**config.mk**
```make
export PLATFORM = sky130hd
export DESIGN_NAME = awb_corr_multimode
export DESIGN_NICKNAME = d
export VERILOG_FILES = /design/src/rtl/awb_corr_multimode.sv
export SDC_FILE = /design/constraint.sdc
export NUM_CORES = 1
export LEC_CHECK = 0
export CELL_PAD_IN_SITES_DETAIL_PLACEMENT = 1
export CELL_PAD_IN_SITES_GLOBAL_PLACEMENT = 2
export CORE_MARGIN = 2
export CORE_UTILIZATION = 40
export CTS_CLUSTER_SIZE = 25
export DETAILED_ROUTE_END_ITERATION = 12
export GPL_TIMING_DRIVEN = 0
export PLACE_DENSITY_LB_ADDON = 0.25
export SYNTH_ARGS = -nofsm -noshare
export SYNTH_HDL_FRONTEND = slang
export SYNTH_SLANG_ARGS = --single-unit
```
**constraint.sdc**
```tcl
create_clock -name clk_i -period 8.11 [get_ports clk_i]
set_input_delay 2.0275 -clock clk_i [delete_from_list [all_inputs] [get_ports clk_i]]
set_output_delay 2.0275 -clock clk_i [all_outputs]
set_load 0.005 [all_outputs]
```
**src/rtl/awb_corr_multimode.sv**
```systemverilog
// Auto-white-balance statistics collector and R/B gain calculator.
// The module only taps the RGB pixel stream, so tready is always 1.
// It gathers per-frame max-RGB or gray-world statistics. On each start of
// frame a single restoring divider computes G/R and G/B gains in sequence.
// The gains are fixed-point values with FRACT_WIDTH fractional bits.
// tlast carries no information for this block, so it is not brought in.
module awb_corr_multimode #(
  parameter int PX_WIDTH    = 10,
  parameter int FRACT_WIDTH = 10,
  parameter int COEF_WIDTH  = PX_WIDTH + FRACT_WIDTH,
  parameter int SUM_WIDTH   = 32
) (
  input  logic                    clk_i,
  input  logic                    rst_i,
  input  logic                    video_tvalid_i,
  input  logic [3*PX_WIDTH-1:0]   video_tdata_i,
  input  logic                    video_tuser_i,
  output logic                    video_tready_o,
  input  logic                    mode_i,
  input  logic [PX_WIDTH-1:0]     sat_thresh_i,
  output logic [COEF_WIDTH-1:0]   r_corr_o,
  output logic [COEF_WIDTH-1:0]   b_corr_o,
  output logic                    corr_valid_o,
  output logic                    busy_o
);

  localparam int DIV_W = SUM_WIDTH + FRACT_WIDTH;
  localparam int CNT_W = $clog2(DIV_W);
  localparam logic [COEF_WIDTH-1:0] FIXED_ONE = {{(COEF_WIDTH-1){1'b0}}, 1'b1} << FRACT_WIDTH;
  localparam logic [CNT_W-1:0] CNT_LAST = CNT_W'(DIV_W - 1);

  typedef enum logic [1:0] {ST_IDLE, ST_DIV_R, ST_DIV_B, ST_UPDATE} state_t;

  // Channel index order used by the statistics arrays: 0 = R, 1 = G, 2 = B.
  logic [PX_WIDTH-1:0]  px_s    [3];
  logic [PX_WIDTH-1:0]  max_r   [3];
  logic [SUM_WIDTH-1:0] sum_r   [3];
  logic                 stats_valid_r;
  logic                 beat_s;
  logic                 incl_s;
  logic                 snap_s;

  state_t               state_r;
  state_t               state_s;
  logic [CNT_W-1:0]     cnt_r;
  logic                 last_s;

  logic [SUM_WIDTH-1:0] op_r_r;
  logic [SUM_WIDTH-1:0] op_g_r;
  logic [SUM_WIDTH-1:0] op_b_r;
  logic [SUM_WIDTH-1:0] snap_r_s;
  logic [SUM_WIDTH-1:0] snap_g_s;
  logic [SUM_WIDTH-1:0] snap_b_s;

  logic [DIV_W-1:0]     dq_r;
  logic [SUM_WIDTH-1:0] rem_r;
  logic [SUM_WIDTH-1:0] divisor_s;
  logic [SUM_WIDTH:0]   trial_s;
  logic [SUM_WIDTH-1:0] rem_s;
  logic                 qbit_s;
  logic [DIV_W-1:0]     dq_s;
  logic [COEF_WIDTH-1:0] r_gain_r;
  logic [COEF_WIDTH-1:0] b_gain_r;

  // Adds a pixel component to a channel sum and clamps at all-ones instead of wrapping.
  function automatic logic [SUM_WIDTH-1:0] sat_add(input logic [SUM_WIDTH-1:0] acc,
                                                   input logic [PX_WIDTH-1:0]  px);
    logic [SUM_WIDTH:0] t;
    t = {1'b0, acc} + (SUM_WIDTH+1)'(px);
    if (t[SUM_WIDTH]) begin
      sat_add = {SUM_WIDTH{1'b1}};
    end else begin
      sat_add = t[SUM_WIDTH-1:0];
    end
  endfunction

  // Turns a raw quotient into a gain: a zero divisor gives unity, and overflow clamps to all-ones.
  function automatic logic [COEF_WIDTH-1:0] gain_f(input logic [DIV_W-1:0]     q,
                                                   input logic [SUM_WIDTH-1:0] d);
    if (d == {SUM_WIDTH{1'b0}}) begin
      gain_f = FIXED_ONE;
    end else if (|q[DIV_W-1:COEF_WIDTH]) begin
      gain_f = {COEF_WIDTH{1'b1}};
    end else begin
      gain_f = q[COEF_WIDTH-1:0];
    end
  endfunction

  assign video_tready_o = 1'b1;

  // Splits the beat into components, decides inclusion and detects a snapshot.
  always_comb begin
    px_s[0] = video_tdata_i[3*PX_WIDTH-1:2*PX_WIDTH];
    px_s[1] = video_tdata_i[PX_WIDTH-1:0];
    px_s[2] = video_tdata_i[2*PX_WIDTH-1:PX_WIDTH];
    beat_s  = video_tvalid_i;
    incl_s  = (px_s[0] < sat_thresh_i) && (px_s[1] < sat_thresh_i) && (px_s[2] < sat_thresh_i);
    snap_s  = beat_s && video_tuser_i && (state_r == ST_IDLE) && stats_valid_r;
    if (mode_i) begin
      snap_r_s = sum_r[0];
      snap_g_s = sum_r[1];
      snap_b_s = sum_r[2];
    end else begin
      snap_r_s = SUM_WIDTH'(max_r[0]);
      snap_g_s = SUM_WIDTH'(max_r[1]);
      snap_b_s = SUM_WIDTH'(max_r[2]);
    end
  end

  // Per-frame statistics: a tuser beat restarts them from its own pixel.
  always_ff @(posedge clk_i) begin
    if (rst_i) begin
      stats_valid_r <= 1'b0;
      for (int c = 0; c < 3; c++) begin
        max_r[c] <= {PX_WIDTH{1'b0}};
        sum_r[c] <= {SUM_WIDTH{1'b0}};
      end
    end else if (beat_s) begin
      stats_valid_r <= 1'b1;
      for (int c = 0; c < 3; c++) begin
        if (video_tuser_i) begin
          max_r[c] <= incl_s ? px_s[c] : {PX_WIDTH{1'b0}};
          sum_r[c] <= incl_s ? SUM_WIDTH'(px_s[c]) : {SUM_WIDTH{1'b0}};
        end else if (incl_s) begin
          max_r[c] <= (px_s[c] > max_r[c]) ? px_s[c] : max_r[c];
          sum_r[c] <= sat_add(sum_r[c], px_s[c]);
        end
      end
    end
  end

  // One restoring-division step on the quotient/dividend shift register.
  always_comb begin
    divisor_s = (state_r == ST_DIV_B) ? op_b_r : op_r_r;
    trial_s   = {rem_r, dq_r[DIV_W-1]};
    if (trial_s >= {1'b0, divisor_s}) begin
      rem_s  = trial_s[SUM_WIDTH-1:0] - divisor_s;
      qbit_s = 1'b1;
    end else begin
      rem_s  = trial_s[SUM_WIDTH-1:0];
      qbit_s = 1'b0;
    end
    dq_s   = {dq_r[DIV_W-2:0], qbit_s};
    last_s = (cnt_r == CNT_LAST);
  end

  // Next-state logic for the divider sequencer.
  always_comb begin
    state_s = state_r;
    case (state_r)
      ST_IDLE:   state_s = snap_s ? ST_DIV_R : ST_IDLE;
      ST_DIV_R:  state_s = last_s ? ST_DIV_B : ST_DIV_R;
      ST_DIV_B:  state_s = last_s ? ST_UPDATE : ST_DIV_B;
      ST_UPDATE: state_s = ST_IDLE;
      default:   state_s = ST_IDLE;
    endcase
  end

  // Sequencer state register.
  always_ff @(posedge clk_i) begin
    if (rst_i) begin
      state_r <= ST_IDLE;
    end else begin
      state_r <= state_s;
    end
  end

  // Operand capture and divider datapath; the R gain is kept until B is done.
  always_ff @(posedge clk_i) begin
    if (rst_i) begin
      op_r_r   <= {SUM_WIDTH{1'b0}};
      op_g_r   <= {SUM_WIDTH{1'b0}};
      op_b_r   <= {SUM_WIDTH{1'b0}};
      dq_r     <= {DIV_W{1'b0}};
      rem_r    <= {SUM_WIDTH{1'b0}};
      cnt_r    <= {CNT_W{1'b0}};
      r_gain_r <= FIXED_ONE;
      b_gain_r <= FIXED_ONE;
    end else begin
      case (state_r)
        ST_IDLE: begin
          if (snap_s) begin
            op_r_r <= snap_r_s;
            op_g_r <= snap_g_s;
            op_b_r <= snap_b_s;
            dq_r   <= {snap_g_s, {FRACT_WIDTH{1'b0}}};
            rem_r  <= {SUM_WIDTH{1'b0}};
            cnt_r  <= {CNT_W{1'b0}};
          end
        end
        ST_DIV_R: begin
          if (last_s) begin
            r_gain_r <= gain_f(dq_s, op_r_r);
            dq_r     <= {op_g_r, {FRACT_WIDTH{1'b0}}};
            rem_r    <= {SUM_WIDTH{1'b0}};
            cnt_r    <= {CNT_W{1'b0}};
          end else begin
            dq_r  <= dq_s;
            rem_r <= rem_s;
            cnt_r <= cnt_r + CNT_W'(1);
          end
        end
        ST_DIV_B: begin
          if (last_s) begin
            b_gain_r <= gain_f(dq_s, op_b_r);
            cnt_r    <= {CNT_W{1'b0}};
          end else begin
            dq_r  <= dq_s;
            rem_r <= rem_s;
            cnt_r <= cnt_r + CNT_W'(1);
          end
        end
        ST_UPDATE: begin
          cnt_r <= {CNT_W{1'b0}};
        end
        default: begin
          cnt_r <= {CNT_W{1'b0}};
        end
      endcase
    end
  end

  // Registered outputs: both gains load together with a one-cycle valid pulse.
  always_ff @(posedge clk_i) begin
    if (rst_i) begin
      r_corr_o     <= FIXED_ONE;
      b_corr_o     <= FIXED_ONE;
      corr_valid_o <= 1'b0;
      busy_o       <= 1'b0;
    end else begin
      busy_o <= (state_s != ST_IDLE);
      if (state_r == ST_UPDATE) begin
        r_corr_o     <= r_gain_r;
        b_corr_o     <= b_gain_r;
        corr_valid_o <= 1'b1;
      end else begin
        corr_valid_o <= 1'b0;
      end
    end
  end

endmodule

```
==> summary.md <==
| Metric | Value |
|---|---|
| Switch share | 27.4% |
| Max stage delay on crit path | about 0.84 ns |
| Crit path from | video_tdata_i[17] |
| Root Driver | clkbuf_16 |
| Largest net degree at the start of global routing | 65 |
| Final worst path period share | 69.8% |
| Crit Path Class | input port to flop |
| Number of max-cap violations | 0 |
| Final Skew | 0.0134 ns |
| Syn Std Cell Area | around 0.021 mm² |
| Post-Synthesis Cells | ~2,400 |
| Multi-input gate area | ~0.011 mm² |
| Clock Tree Buf Depth | 3 |
| Cell family with most CP delay | simple AND/OR/NAND/NOR gates |
| Worst-margin pin slew | between 1 and 1.5 ns |
| Status | completed |
| Slowest cell on crit path | nand2_4 |
| Avg Cell Area, Syn | just under 9 µm² |
| Fillers | 6,163 |
| Main synth FF type | dfxtp_1 |
| FFs w/ async S/R, synth | 0% |
| DRC | 0 |
| Power density over the cells | around 200 mW/mm² |
| Switching power of the nets | between 1 and 1.5 mW |
| Synth area leader | dfxtp_1 |
| Leakage | between 9 and 10 nW |
| Clk sinks | slightly below 400 |
| Part of the power in registers | 42.2% |
| GRT Util Overall | approximately a quarter |
| CTS resizes | 0 |
| Net Count, Synth | roughly 2,600 |
| WL/cell | about 21 µm |
| Number of routed nets with antenna violations | 0 |
| Die Ht | approximately 240 µm |
| FF-to-FF Start | state_r[0]$_SDFF_PP0_ |
| Post-CTS Setup Bufs | 0 |
| Routed vias | about 19,000 |
| Worst-path clk slew | ~0.06 ns |
| Top cell types by occurrence after synthesis | a21oi_1 (301), nor2_1 (265), dfxtp_1 (261), nand2_1 (186) |
| Initial Util | 40.5% |
| CTS Hold Buffers Added | 0 |
| Finish-stage setup viols | 0 |
| Critical Path RT | between 8 and 9 ns |
| Hold path start | op_g_r[22]$_SDFFE_PP0P_ |
| # rows | 84 |
| Core ar. | roughly 0.053 mm² |
| Sequential cell area | 0.00901 mm² |
| Vias in the first global route | between 15,000 and 20,000 |
| Fin nets | about 2,700 |
| Area Overhead vs Synth | 15.6% |
| Combinational share of power | between 10% and 20% |
| Drt initial violations | slightly below 1,000 |
| IO Count | slightly below 90 |
| Die Span X | 235 µm |
| CP cell instances | clkdlybuf4s50_1, ha_1, a21oi_1, nor2b_1, o21ai_0, o21ai_0, a311oi_1, nor4b_4, nand2_2, clkbuf_1, nand2_4 |
| Routability cong. | slightly below 0.9 |
| Hold Vio Cnt, Final | 0 |
| Die area | around 0.055 mm² |
| Critical path launch point type | input port |
| Register area share after synthesis | a little over two fifths |
| Via density | about 5.7 |
| First-pass GRT wire length | 109,000 µm |
| Final worst path period need | 5.66 ns |
| Worst Path Buf+Inv | 2 |
| CP max FO | 64 |
| Finished Layout Cells | 3,270 |
| Number of diodes | 0 |
| Initial antenna violation count | 0 |
| Area fraction of the dominant cell type after synthesis | around a quarter |
| Post-synth EDFFs | 126 |
| Max Freq | approximately 180 MHz |
| Most used cell, CP | o21ai_0 |
| Worst IR Drop VDD | 139 µV |
| Relative slew slack | 17.7% |
| Clock power share | 44.1% |
| HP Class | flop to flop |
| Placed cells | approximately 3,200 |
| Clk_lat worst skew | slightly below 0.6 ns |
| Int Pwr | between 3 and 4 mW |
| Final setup TNS | 0 ns |
| Aggregate routed wire length | about 70,000 µm |
| Grt ovf | 0 |
| Netlist cell types | 78 |
| Synthesis Warnings | 0 |
| IO buf count | 85 |
| Critical Path AT | 5.87 ns |
| Max-slew violations | 0 |
| Count leader, synth | a21oi_1 |
| Synth area leaders | dfxtp_1 (24%), edfxtp_1 (18%), ha_1 (7.4%) |
| Layout cell share with drive strength beyond 1 | under 10% |
| Critical Path End Type | flop |
| Flops & latches, synth | ~390 |
| CTS buffer count | 46 |
| DRT Pass-1 Iters | 6 |
| TritonCTS clock tree | yes |
| RSZ-0062 raised after global routing | no |
| CTS H-tree lvls | 2 |
| DP HPWL | ~53,000 µm |
[cell type report]
| cell class | instances | area share (%) |
|---|---|---|
| inverter | 89 | 1.35 |
| clock buffer | 62 | 5.53 |
| timing repair buffer | 87 | 3.49 |
| sequential | 387 | 36.4 |
| multi-input combinational | 1785 | 46.3 |
| buffer | 148 | 2.45 |
| tap | 688 | 3.48 |
| clock inverter | 24 | 0.986 |
[routing by layer]
| metal | up-vias | GRT usage (%) | share of wire, % |
|---|---|---|---|
| li1 | 8961 | - | - |
| met2 | 355 | 41.7 | 47 |
| met5 | - | 0 | 0 |
| met4 | 0 | 8.11 | 3.0 |
| met1 | 9148 | 32.9 | 46 |
| met3 | 108 | 3.41 | 3.9 |
[cell families (layout without fill, tap and decap cells)]
logic type / count (synthesis) / after routing / synth area share (%)
AO/OA/AOI/OAI: 620 / 620 / 18.0
XOR/XNOR: 88 / 88 / 3.60
adder cells (fa/ha/maj): 130 / 130 / 7.74
buffers and inverters: 237 / 410 / 4.40
flip-flops: 387 / 387 / 42.1
multiplexers: 128 / 128 / 6.00
other: 1 / 1 / 0.0175
AND/OR/NAND/NOR: 818 / 818 / 18.2
[per-stage QoR]
step	hold slack, ns	utilization (%)	area, µm²	total power [mW]	worst slack, ns
6_report	0.459	46.9	24700	5.01	2.45
3_5_place_dp	0.455	43.8	23100	2.84	1.79
2_1_floorplan	0.432	-	21400	2.61	2.55
5_1_grt	0.486	46.9	24700	5.21	2.21
4_1_cts	0.463	46.9	24700	5.06	2.40
3_3_place_gp	0.442	43.8	23100	2.82	0.521
[registers in the layout, indices dropped and copies added, names as in the netlist]
| signal | count |
|---|---|
| corr_valid_o | 1 |
| sum_r | 96 |
| cnt_r | 6 |
| b_gain_r | 20 |
| max_r | 30 |
| rem_r | 32 |
| dq_r | 42 |
| busy_o | 1 |
| r_corr_o | 20 |
| b_corr_o | 20 |
| op_r_r | 32 |
| state_r | 2 |
| op_g_r | 32 |
| op_b_r | 32 |
| r_gain_r | 20 |
| stats_valid_r | 1 |
[path summary, 6_finish.rpt]
check / endpoint / slack, ns / depth (start not counted)
setup reg to reg: rem_r[21]$_SDFFE_PP0P_ / 3.30 / 17
hold reg to reg: op_g_r[22]$_SDFFE_PP0P_ / 0.46 / 2
hold / removal: op_g_r[22]$_SDFFE_PP0P_ / 0.46 / 2
setup / recovery: sum_r[0][13]$_SDFFCE_PN0P_ / 2.45 / 11
[power by group through the flow]
stage / sequential [mW] / clock [mW] / combinational [mW]
2_1_floorplan: 2.13 / 0 / 0.473
3_3_place_gp: 2.16 / 0 / 0.665
3_5_place_dp: 2.16 / 0 / 0.686
4_1_cts: 2.12 / 2.25 / 0.691
5_1_grt: 2.12 / 2.32 / 0.763
6_report: 2.12 / 2.21 / 0.688
[cell usage in the layout (no fill, tap or decap), types with 6 or more instances in the layout]
master / count
nor2_1: 265
a21oi_1: 301
xor2_1: 41
o311a_1: 10
o21a_1: 15
buf_2: 13
clkbuf_1: 121
nand4_1: 28
a211oi_1: 56
and2_1: 38
and3_1: 24
nor2b_1: 36
a211o_1: 7
a21boi_0: 8
clkbuf_16: 51
dfxtp_1: 261
clkinv_2: 16
nor4_1: 22
o21ai_0: 86
a221oi_1: 33
nand3_1: 111
inv_1: 87
buf_1: 13
clkdlybuf4s50_1: 85
a31oi_1: 9
a21o_1: 34
edfxtp_1: 126
ha_1: 126
nand2b_1: 20
and4_1: 9
mux2i_1: 126
xnor2_1: 47
a311oi_1: 6
nand2_1: 184
nor3_1: 51
o211ai_1: 8
[tightest hold or removal path: stages (launching register included)]
cell and delay, ns:
dfxtp_1 0.31, nand2_1 0.05, a21oi_1 0.05
Note: power is estimated with default switching activity, not from simulation.
